### src/rtl/program_counter_unit.sv
// Registered program counter with split page/high fields, per-field loads, inc/dec
// and a relative branch that spends one extra cycle fixing the high field on a page cross.
module program_counter_unit #(
  parameter int                ADDR_W   = 16,
  parameter int                PAGE_W   = 8,
  parameter logic [ADDR_W-1:0] RESET_PC = 16'h0000
) (
  input  logic                     clk,
  input  logic                     nrst,
  input  logic                     load_lo,
  input  logic                     load_hi,
  input  logic [PAGE_W-1:0]        load_data,
  input  logic                     inc,
  input  logic                     dec,
  input  logic                     branch,
  input  logic [PAGE_W-1:0]        offset,
  output logic [ADDR_W-1:0]        pc,
  output logic [PAGE_W-1:0]        pc_lo,
  output logic [ADDR_W-PAGE_W-1:0] pc_hi,
  output logic                     busy
);

  localparam int HI_W = ADDR_W - PAGE_W;

  typedef enum logic [0:0] {
    IDLE  = 1'b0,
    FIXUP = 1'b1
  } state_t;

  state_t            state_r, state_s;
  logic [PAGE_W-1:0] lo_r, lo_s;
  logic [HI_W-1:0]   hi_r, hi_s;
  logic              dir_r, dir_s;   // 1 = fix up downwards
  logic [PAGE_W:0]   br_sum_s;
  logic              br_cross_s;
  logic [ADDR_W-1:0] pc_inc_s, pc_dec_s;
  logic [HI_W-1:0]   hi_load_s, hi_one_s;

  // Arithmetic shared by branch, inc/dec and the fixup cycle.
  always_comb begin
    br_sum_s   = {1'b0, lo_r} + {1'b0, offset};
    // A negative offset borrows exactly when the unsigned add does not carry.
    br_cross_s = offset[PAGE_W-1] ? ~br_sum_s[PAGE_W] : br_sum_s[PAGE_W];
    pc_inc_s   = {hi_r, lo_r} + {{(ADDR_W-1){1'b0}}, 1'b1};
    pc_dec_s   = {hi_r, lo_r} - {{(ADDR_W-1){1'b0}}, 1'b1};
    hi_load_s  = HI_W'(load_data);
    hi_one_s   = {{(HI_W-1){1'b0}}, 1'b1};
  end

  // Next-state and next-PC selection.
  always_comb begin
    state_s = state_r;
    lo_s    = lo_r;
    hi_s    = hi_r;
    dir_s   = dir_r;
    case (state_r)
      IDLE: begin
        if (load_lo || load_hi) begin
          if (load_lo) begin
            lo_s = load_data;
          end else begin
            lo_s = lo_r;
          end
          if (load_hi) begin
            hi_s = hi_load_s;
          end else begin
            hi_s = hi_r;
          end
        end else if (branch) begin
          lo_s = br_sum_s[PAGE_W-1:0];
          if (br_cross_s) begin
            state_s = FIXUP;
            dir_s   = offset[PAGE_W-1];
          end else begin
            state_s = IDLE;
          end
        end else if (inc) begin
          {hi_s, lo_s} = pc_inc_s;
        end else if (dec) begin
          {hi_s, lo_s} = pc_dec_s;
        end else begin
          state_s = IDLE;
        end
      end
      FIXUP: begin
        if (dir_r) begin
          hi_s = hi_r - hi_one_s;
        end else begin
          hi_s = hi_r + hi_one_s;
        end
        state_s = IDLE;
      end
      default: begin
        state_s = IDLE;
      end
    endcase
  end

  // State and PC registers with synchronous active-low reset.
  always_ff @(posedge clk) begin
    if (!nrst) begin
      state_r      <= IDLE;
      {hi_r, lo_r} <= RESET_PC;
      dir_r        <= 1'b0;
    end else begin
      state_r <= state_s;
      lo_r    <= lo_s;
      hi_r    <= hi_s;
      dir_r   <= dir_s;
    end
  end

  assign pc_lo = lo_r;
  assign pc_hi = hi_r;
  assign pc    = {hi_r, lo_r};
  assign busy  = (state_r == FIXUP);

endmodule

### config.mk
export PLATFORM = sky130hd
export DESIGN_NAME = program_counter_unit
export DESIGN_NICKNAME = d
export VERILOG_FILES = /design/src/rtl/program_counter_unit.sv
export SDC_FILE = /design/constraint.sdc
export NUM_CORES = 1
export LEC_CHECK = 0
export CAP_MARGIN = 10
export CORE_ASPECT_RATIO = 0.7
export CORE_MARGIN = 2
export CORE_UTILIZATION = 46
export DETAILED_ROUTE_END_ITERATION = 10
export PLACE_DENSITY_LB_ADDON = 0.2
export SLEW_MARGIN = 20
export SYNTH_ARGS = -nofsm -noshare
export SYNTH_HDL_FRONTEND = slang
export SYNTH_SLANG_ARGS = --single-unit
### constraint.sdc
create_clock -name clk -period 2.2 [get_ports clk]
set_input_delay 0.55 -clock clk [delete_from_list [all_inputs] [get_ports clk]]
set_output_delay 0.55 -clock clk [all_outputs]
set_load 0.01 [all_outputs]
==> flow_summary_export.csv, run 1 <==
group,metric,value,unit
clock_tree,numClockSinks,18,
clock_tree,cts-root-buf,"sky130_fd_sc_hd__clkbuf_8",
placed_design,place.gp.congestion,0.9229,
clock_tree,worst_skew_pair.late_latency,0.27,ns
worst_setup_path,r2r_slack,0.07,ns
drt,detail_route.wirelength,7613,um
synth,total_nets_after_synthesis,339,
global_route,first_global_vias,2451,
floorplanning,core_area,0.004782,sq mm
layout,area_taken_by_multi_input_logic_gates,0.001755,sq mm
worst_hold_path,hold_class,"reg -> reg",
timing,finalHoldViolCount,0,
synth,syn-instance-count,298,
worst_hold_path,hold_path.startpoint,"dir_r",
worst_setup_path,worstPathArrival,2.30,ns
drt,route.detailed.wl_per_inst,16.99,um
synth,synthArstFlopShare,0,%
placed_design,buffer_ports.inserted,55,
clock_tree,tritoncts,"yes",
drt,drc,0,
worst_setup_path,worst_ep_required_time,2.36,ns
worst_hold_path,worstHoldPathCells,2,
worst_setup_path,timing.rr.start,"dir_r",
timing,slew_viol_final,0,
worst_setup_path,timing.critical_path.from,"offset[2]",
global_route,grt_antenna_before_repair,0,
synth,synth_top_cell_by_area,"sky130_fd_sc_hd__dfxtp_1",
global_route,maximum_number_of_pins_on_one_net_before_global_route_repair,18,
global_route,global_route_wire_length_before_repair,12100,um
floorplanning,floorplan.rows,21,
clock_tree,clockBufferDepth,2,
timing,rsz0062_at_grt,"true",
worst_setup_path,critical_path.startpoint_type,"input pin",
timing,slew-limit-headroom,70.90,%
run,max_cap_viol_count,0,
global_route,grt_usage,27.42,%
floorplanning,initial_utilization,47.85,%
timing,worst_hold_slack,0.5536,ns
drt,dr_total_vias,2682,
synth,synth_seq_area_share,15.75,%
floorplanning,fp.dieW,88.30,um
layout,layout_net_count,422,
timing,timing.final.crit_share,97.23,%
clock_tree,htree_levels,1,
synth,yosys.area.top_type_share,15.75,%
floorplanning,die-height,63.01,um
layout,num_antenna_cells,0,
worst_setup_path,crit_type,"in -> reg",
pwr,worst_ir_drop_vdd,0.0003229,V
synth,synth.ff_latch_count,18,
clock_tree,cts_hold_buf,0,
timing,setup_viol,0,
floorplanning,design.die.area,0.005564,sq mm
pwr,total_power,1.481,mW
synth,yosys.cell_count.top_type,"sky130_fd_sc_hd__nor2_1",
synth,post_synth_most_frequent_cells,"sky130_fd_sc_hd__nor2_1, sky130_fd_sc_hd__nand2_1, sky130_fd_sc_hd__dfxtp_1, sky130_fd_sc_hd__buf_4, sky130_fd_sc_hd__ha_1",
worst_setup_path,worstReg2RegEnd,"pc_hi[7]",
timing,max_freq,467.5,MHz
synth,synth-edff-count,0,
synth,synth_ff_type,"sky130_fd_sc_hd__dfxtp_1",
drt,antenna_violating_nets_post_route,0,
pwr,total_leakage_power,1.315,nW
worst_setup_path,critical_path.endpoint_type,"register",
timing,fin_skew,0.007157,ns
placed_design,hpwl,5631,um
worst_setup_path,worst-r2r-cell-count,7,
synth,synth_area,0.002288,sq mm
layout,final.fill_count,415,
synth,synth_cell_type_count,64,
synth,synth.avg_cell_area,7.679,sq um
drt,vias_per_cell,5.987,
clock_tree,cts-buffers-inserted,3,
floorplanning,io_pins,56,
layout,drive_gt1_share,23.48,%
timing,final.min_clock_period,2.139,ns
drt,detailed_routing_iteration_count_for_the_pre_antenna_repair_pass,5,
run_status,run_status,"completed",
synth,synth_area_leaders,"sky130_fd_sc_hd__dfxtp_1, sky130_fd_sc_hd__ha_1, sky130_fd_sc_hd__buf_4",
timing,timing_worst_slew_pin_value,0.4311,ns
synth,total_of_warnings_raised_by_yosys,0,
layout,area_growth_syn_to_layout,41.94,%
drt,drt_first_iter_violations,235,
pwr,p_per_area,456.1,mW/mm^2
global_route,overflow,0,
clock_tree,cts.reportedPaths.clkPinSlew,0.08,ns
layout,final-seq-area,361.6,sq um
worst_setup_path,timing.critical_path.fanout_max,3,
worst_hold_path,worstHoldEndpoint,"dir_r",
[cells in the final DEF, fill, tap and decap left out, types with 11 or more instances in the layout]
cell type                         instances
sky130_fd_sc_hd__nor2_1                  26
sky130_fd_sc_hd__o21ai_0                 14
sky130_fd_sc_hd__nand2_1                 20
sky130_fd_sc_hd__clkdlybuf4s50_1         49
sky130_fd_sc_hd__inv_1                   12
sky130_fd_sc_hd__buf_4                   52
sky130_fd_sc_hd__dfxtp_1                 17
sky130_fd_sc_hd__ha_1                    12
sky130_fd_sc_hd__nand3_1                 11
sky130_fd_sc_hd__a21oi_1                 14
[state kept, by name (all words and copies together) (netlist names)]
name and cells:
pc_hi 8, pc_lo 8, busy 1, dir_r 1
[worst max-delay path, cell delays in order]
cell	delay, ns
sky130_fd_sc_hd__dlygate4sd2_1	0.26
sky130_fd_sc_hd__ha_4	0.22
sky130_fd_sc_hd__nor2b_1	0.12
sky130_fd_sc_hd__o21a_1	0.20
sky130_fd_sc_hd__o31a_1	0.32
sky130_fd_sc_hd__o41ai_2	0.24
sky130_fd_sc_hd__buf_4	0.17
sky130_fd_sc_hd__xor2_1	0.16
sky130_fd_sc_hd__nor3_1	0.06
[final cells by class]
| cell class | count | share of cell area (%) |
|---|---|---|
| multi-input cells | 236 | 54.04 |
| repair buffers | 108 | 29.28 |
| flip-flops and latches | 18 | 11.13 |
| well taps | 69 | 2.658 |
| inverters | 14 | 1.618 |
| clock buffers | 3 | 1.271 |
[how the worst max path moves through the flow]
stage,end,slack [ns],depth (start not counted)
4_1_cts,busy,0.003,9
5_1_grt,pc_lo[7],-0.04,8
3_5_place_dp,busy,-0.55,11
3_3_place_gp,busy,-0.46,11
6_report,busy,0.06,9
2_1_floorplan,busy,0.07,9
[power breakdown]
group          leakage (nW)  internal (mW)  switching, mW
clock                0.0216          0.123          0.139
sequential            0.149          0.356         0.0479
combinational          1.14          0.419          0.398
total                  1.31          0.897          0.584
[metal layers]
layer	wire, um	vias up	track usage, %
li1	-	1273	-
met1	3571	1253	39.30
met2	3289	146	40.88
met3	680	10	7.662
met4	72	0	5.492
met5	0	-	0
[timing repair]
action                                  4_1_cts  5_1_grt
buffers inserted                              1        0
gates resized for setup                      19        5
pin swaps                                     9        1
endpoints found under the setup margin       13        6
[cells by family (layout without fill, tap and decap cells)]
family	Yosys count	count (layout)	share of synthesized area, %
simple gates	105	105	24.82
compound gates	95	95	30.56
buf+inv	44	125	11.26
fa+ha+maj	18	18	10.50
flops	18	18	15.75
xor+xnor	15	15	5.741
mux	3	3	1.367
[metrics by stage]
| stage | TNS [ns] | util [%] | instances | setup slack, ns | instance area [sq um] |
|---|---|---|---|---|---|
| 2_1_floorplan | 0 | - | 298 | 0.07086 | 2288 |
| 3_3_place_gp | -5.253 | 65.31 | 444 | -0.4635 | 3123 |
| 3_5_place_dp | -5.637 | 65.31 | 444 | -0.5501 | 3123 |
| 4_1_cts | 0 | 67.50 | 448 | 0.003375 | 3228 |
| 5_1_grt | -0.03916 | 67.92 | 448 | -0.03916 | 3248 |
| 6_report | 0 | 67.92 | 448 | 0.06086 | 3248 |
No activity file was read; power rests on OpenSTA's default activity.
==> inputs of run 2 (changes only) <==
Settings changed: CELL_PAD_IN_SITES_DETAIL_PLACEMENT set to 2, CELL_PAD_IN_SITES_GLOBAL_PLACEMENT set to 2, CORE_UTILIZATION 46 to 26.
==> flow_summary_export.csv, run 2 (synthesized netlist as in run 1, its figures left out) <==
group,metric,value,unit
layout,mostFrequentLayoutCells,"sky130_fd_sc_hd__buf_4, sky130_fd_sc_hd__clkdlybuf4s50_1, sky130_fd_sc_hd__nor2_1",
placed_design,dpl.cell_count,502,
global_route,grt_usage,21.67,%
global_route,overflow,0,
layout,final-seq-area,366.6,sq um
timing,timing_worst_slew_pin_value,0.5384,ns
floorplanning,die-height,82.50,um
timing,final.min_clock_period,2.172,ns
drt,detailed_routing_iteration_count_for_the_pre_antenna_repair_pass,4,
global_route,global_route_wire_length_before_repair,15780,um
run,max_cap_viol_count,0,
placed_design,place.gp.congestion,0.8274,
timing,worst_hold_slack,0.5889,ns
placed_design,buffer_ports.inserted,55,
layout,layout.cells.most_common,"sky130_fd_sc_hd__buf_4",
floorplanning,initial_utilization,26.88,%
drt,antenna_violating_nets_post_route,0,
drt,drc,0,
timing,setup_viol,0,
floorplanning,floorplan.rows,28,
clock_tree,clockBufferDepth,2,
worst_setup_path,timing.rr.start,"pc_lo[0]",
layout,post-route-util,41.49,%
drt,route.detailed.wl_per_inst,20.07,um
clock_tree,worst_skew_pair.late_latency,0.26,ns
layout,area_growth_syn_to_layout,54.35,%
worst_hold_path,hold_class,"reg -> reg",
global_route,grt_antenna_before_repair,0,
worst_setup_path,critical_path.endpoint_type,"register",
clock_tree,cts-root-buf,"sky130_fd_sc_hd__clkbuf_16",
global_route,first_global_vias,2839,
pwr,total_power,1.763,mW
worst_setup_path,crit_type,"in -> reg",
timing,slew_viol_final,0,
drt,detail_route.wirelength,10240,um
timing,fin_skew,0.003551,ns
timing,timing.final.crit_share,98.73,%
drt,vias_per_cell,5.327,
timing,max_freq,460.4,MHz
timing,finalHoldViolCount,0,
layout,num_antenna_cells,0,
floorplanning,fp.dieW,116.1,um
floorplanning,io_pins,56,
drt,dr_total_vias,2717,
clock_tree,cts-buffers-inserted,3,
worst_hold_path,hold_path.startpoint,"pc_hi[6]",
clock_tree,cts.reportedPaths.clkPinSlew,0.06,ns
layout,area_taken_by_multi_input_logic_gates,0.001847,sq mm
run_status,run_status,"completed",
worst_setup_path,timing.critical_path.fanout_max,4,
worst_setup_path,critical_path.startpoint_type,"input pin",
floorplanning,design.die.area,0.009581,sq mm
timing,slew-limit-headroom,64.06,%
global_route,maximum_number_of_pins_on_one_net_before_global_route_repair,18,
pwr,worst_ir_drop_vdd,0.0003057,V
placed_design,hpwl,7816,um
clock_tree,htree_levels,1,
clock_tree,tritoncts,"yes",
drt,drt_first_iter_violations,111,
worst_setup_path,worstPathArrival,2.32,ns
clock_tree,numClockSinks,18,
worst_setup_path,timing.critical_path.from,"offset[4]",
layout,drive_gt1_share,29.23,%
worst_setup_path,worst_ep_required_time,2.35,ns
pwr,total_leakage_power,1.419,nW
pwr,p_per_area,499.2,mW/mm^2
floorplanning,core_area,0.008513,sq mm
layout,layout_net_count,432,
layout,final.fill_count,959,
layout,layoutNonFillerInstCount,510,
==> run 2: critical path: stages <==
cell and delay (ns):
sky130_fd_sc_hd__clkdlybuf4s15_1 0.23, sky130_fd_sc_hd__ha_4 0.27, sky130_fd_sc_hd__nand3_2 0.06, sky130_fd_sc_hd__o211ai_1 0.18, sky130_fd_sc_hd__o41ai_4 0.37, sky130_fd_sc_hd__xor2_1 0.21, sky130_fd_sc_hd__mux2i_1 0.10, sky130_fd_sc_hd__o311a_1 0.35
==> run 2: what timing repair did <==
item | 4_1_cts | 5_1_grt
resized for setup | 25 | 25
endpoints found under the setup margin | 15 | 9
hold buffers | 0 | 0
pin swaps | 8 | 11
setup buffers | 3 | 1
==> run 2: where the power goes <==
part / total [mW] / switching [mW] / internal [mW]
Sequential: 0.407 / 0.0490 / 0.358
Combinational: 0.915 / 0.455 / 0.460
Clock: 0.442 / 0.163 / 0.278
Total: 1.76 / 0.667 / 1.10
==> run 2: layout make-up <==
class	count	area share [%]
clock buffer	4	2.515
multi-input combinational	236	52.28
timing repair buffer	118	29.08
inverter	14	1.488
sequential	18	10.38
tap	120	4.251
==> run 2: final timing paths <==
path / to / slack [ns] / cells after the start
setup reg to reg: pc_lo[7] / 0.05 / 8
hold reg to reg: pc_hi[6] / 0.59 / 2
hold / removal: pc_hi[6] / 0.59 / 2
setup / recovery: pc_lo[7] / 0.03 / 8
==> run 2: per-layer routing <==
layer	global-route usage (%)	part of all wire [%]
met2	34.56	44
met4	2.143	0.23
met1	32.09	52
met3	2.993	4.0
met5	0	0
==> run 2: stage by stage <==
stage | setup WS [ns] | TNS [ns] | cell area (sq um)
floorplan | 0.07086 | 0 | 2288
global placement | -0.5493 | -5.858 | 3227
detailed placement | -0.6070 | -7.068 | 3227
CTS | 0.004703 | 0 | 3413
global route | -0.08321 | -0.1355 | 3532
finish | 0.02784 | 0 | 3532
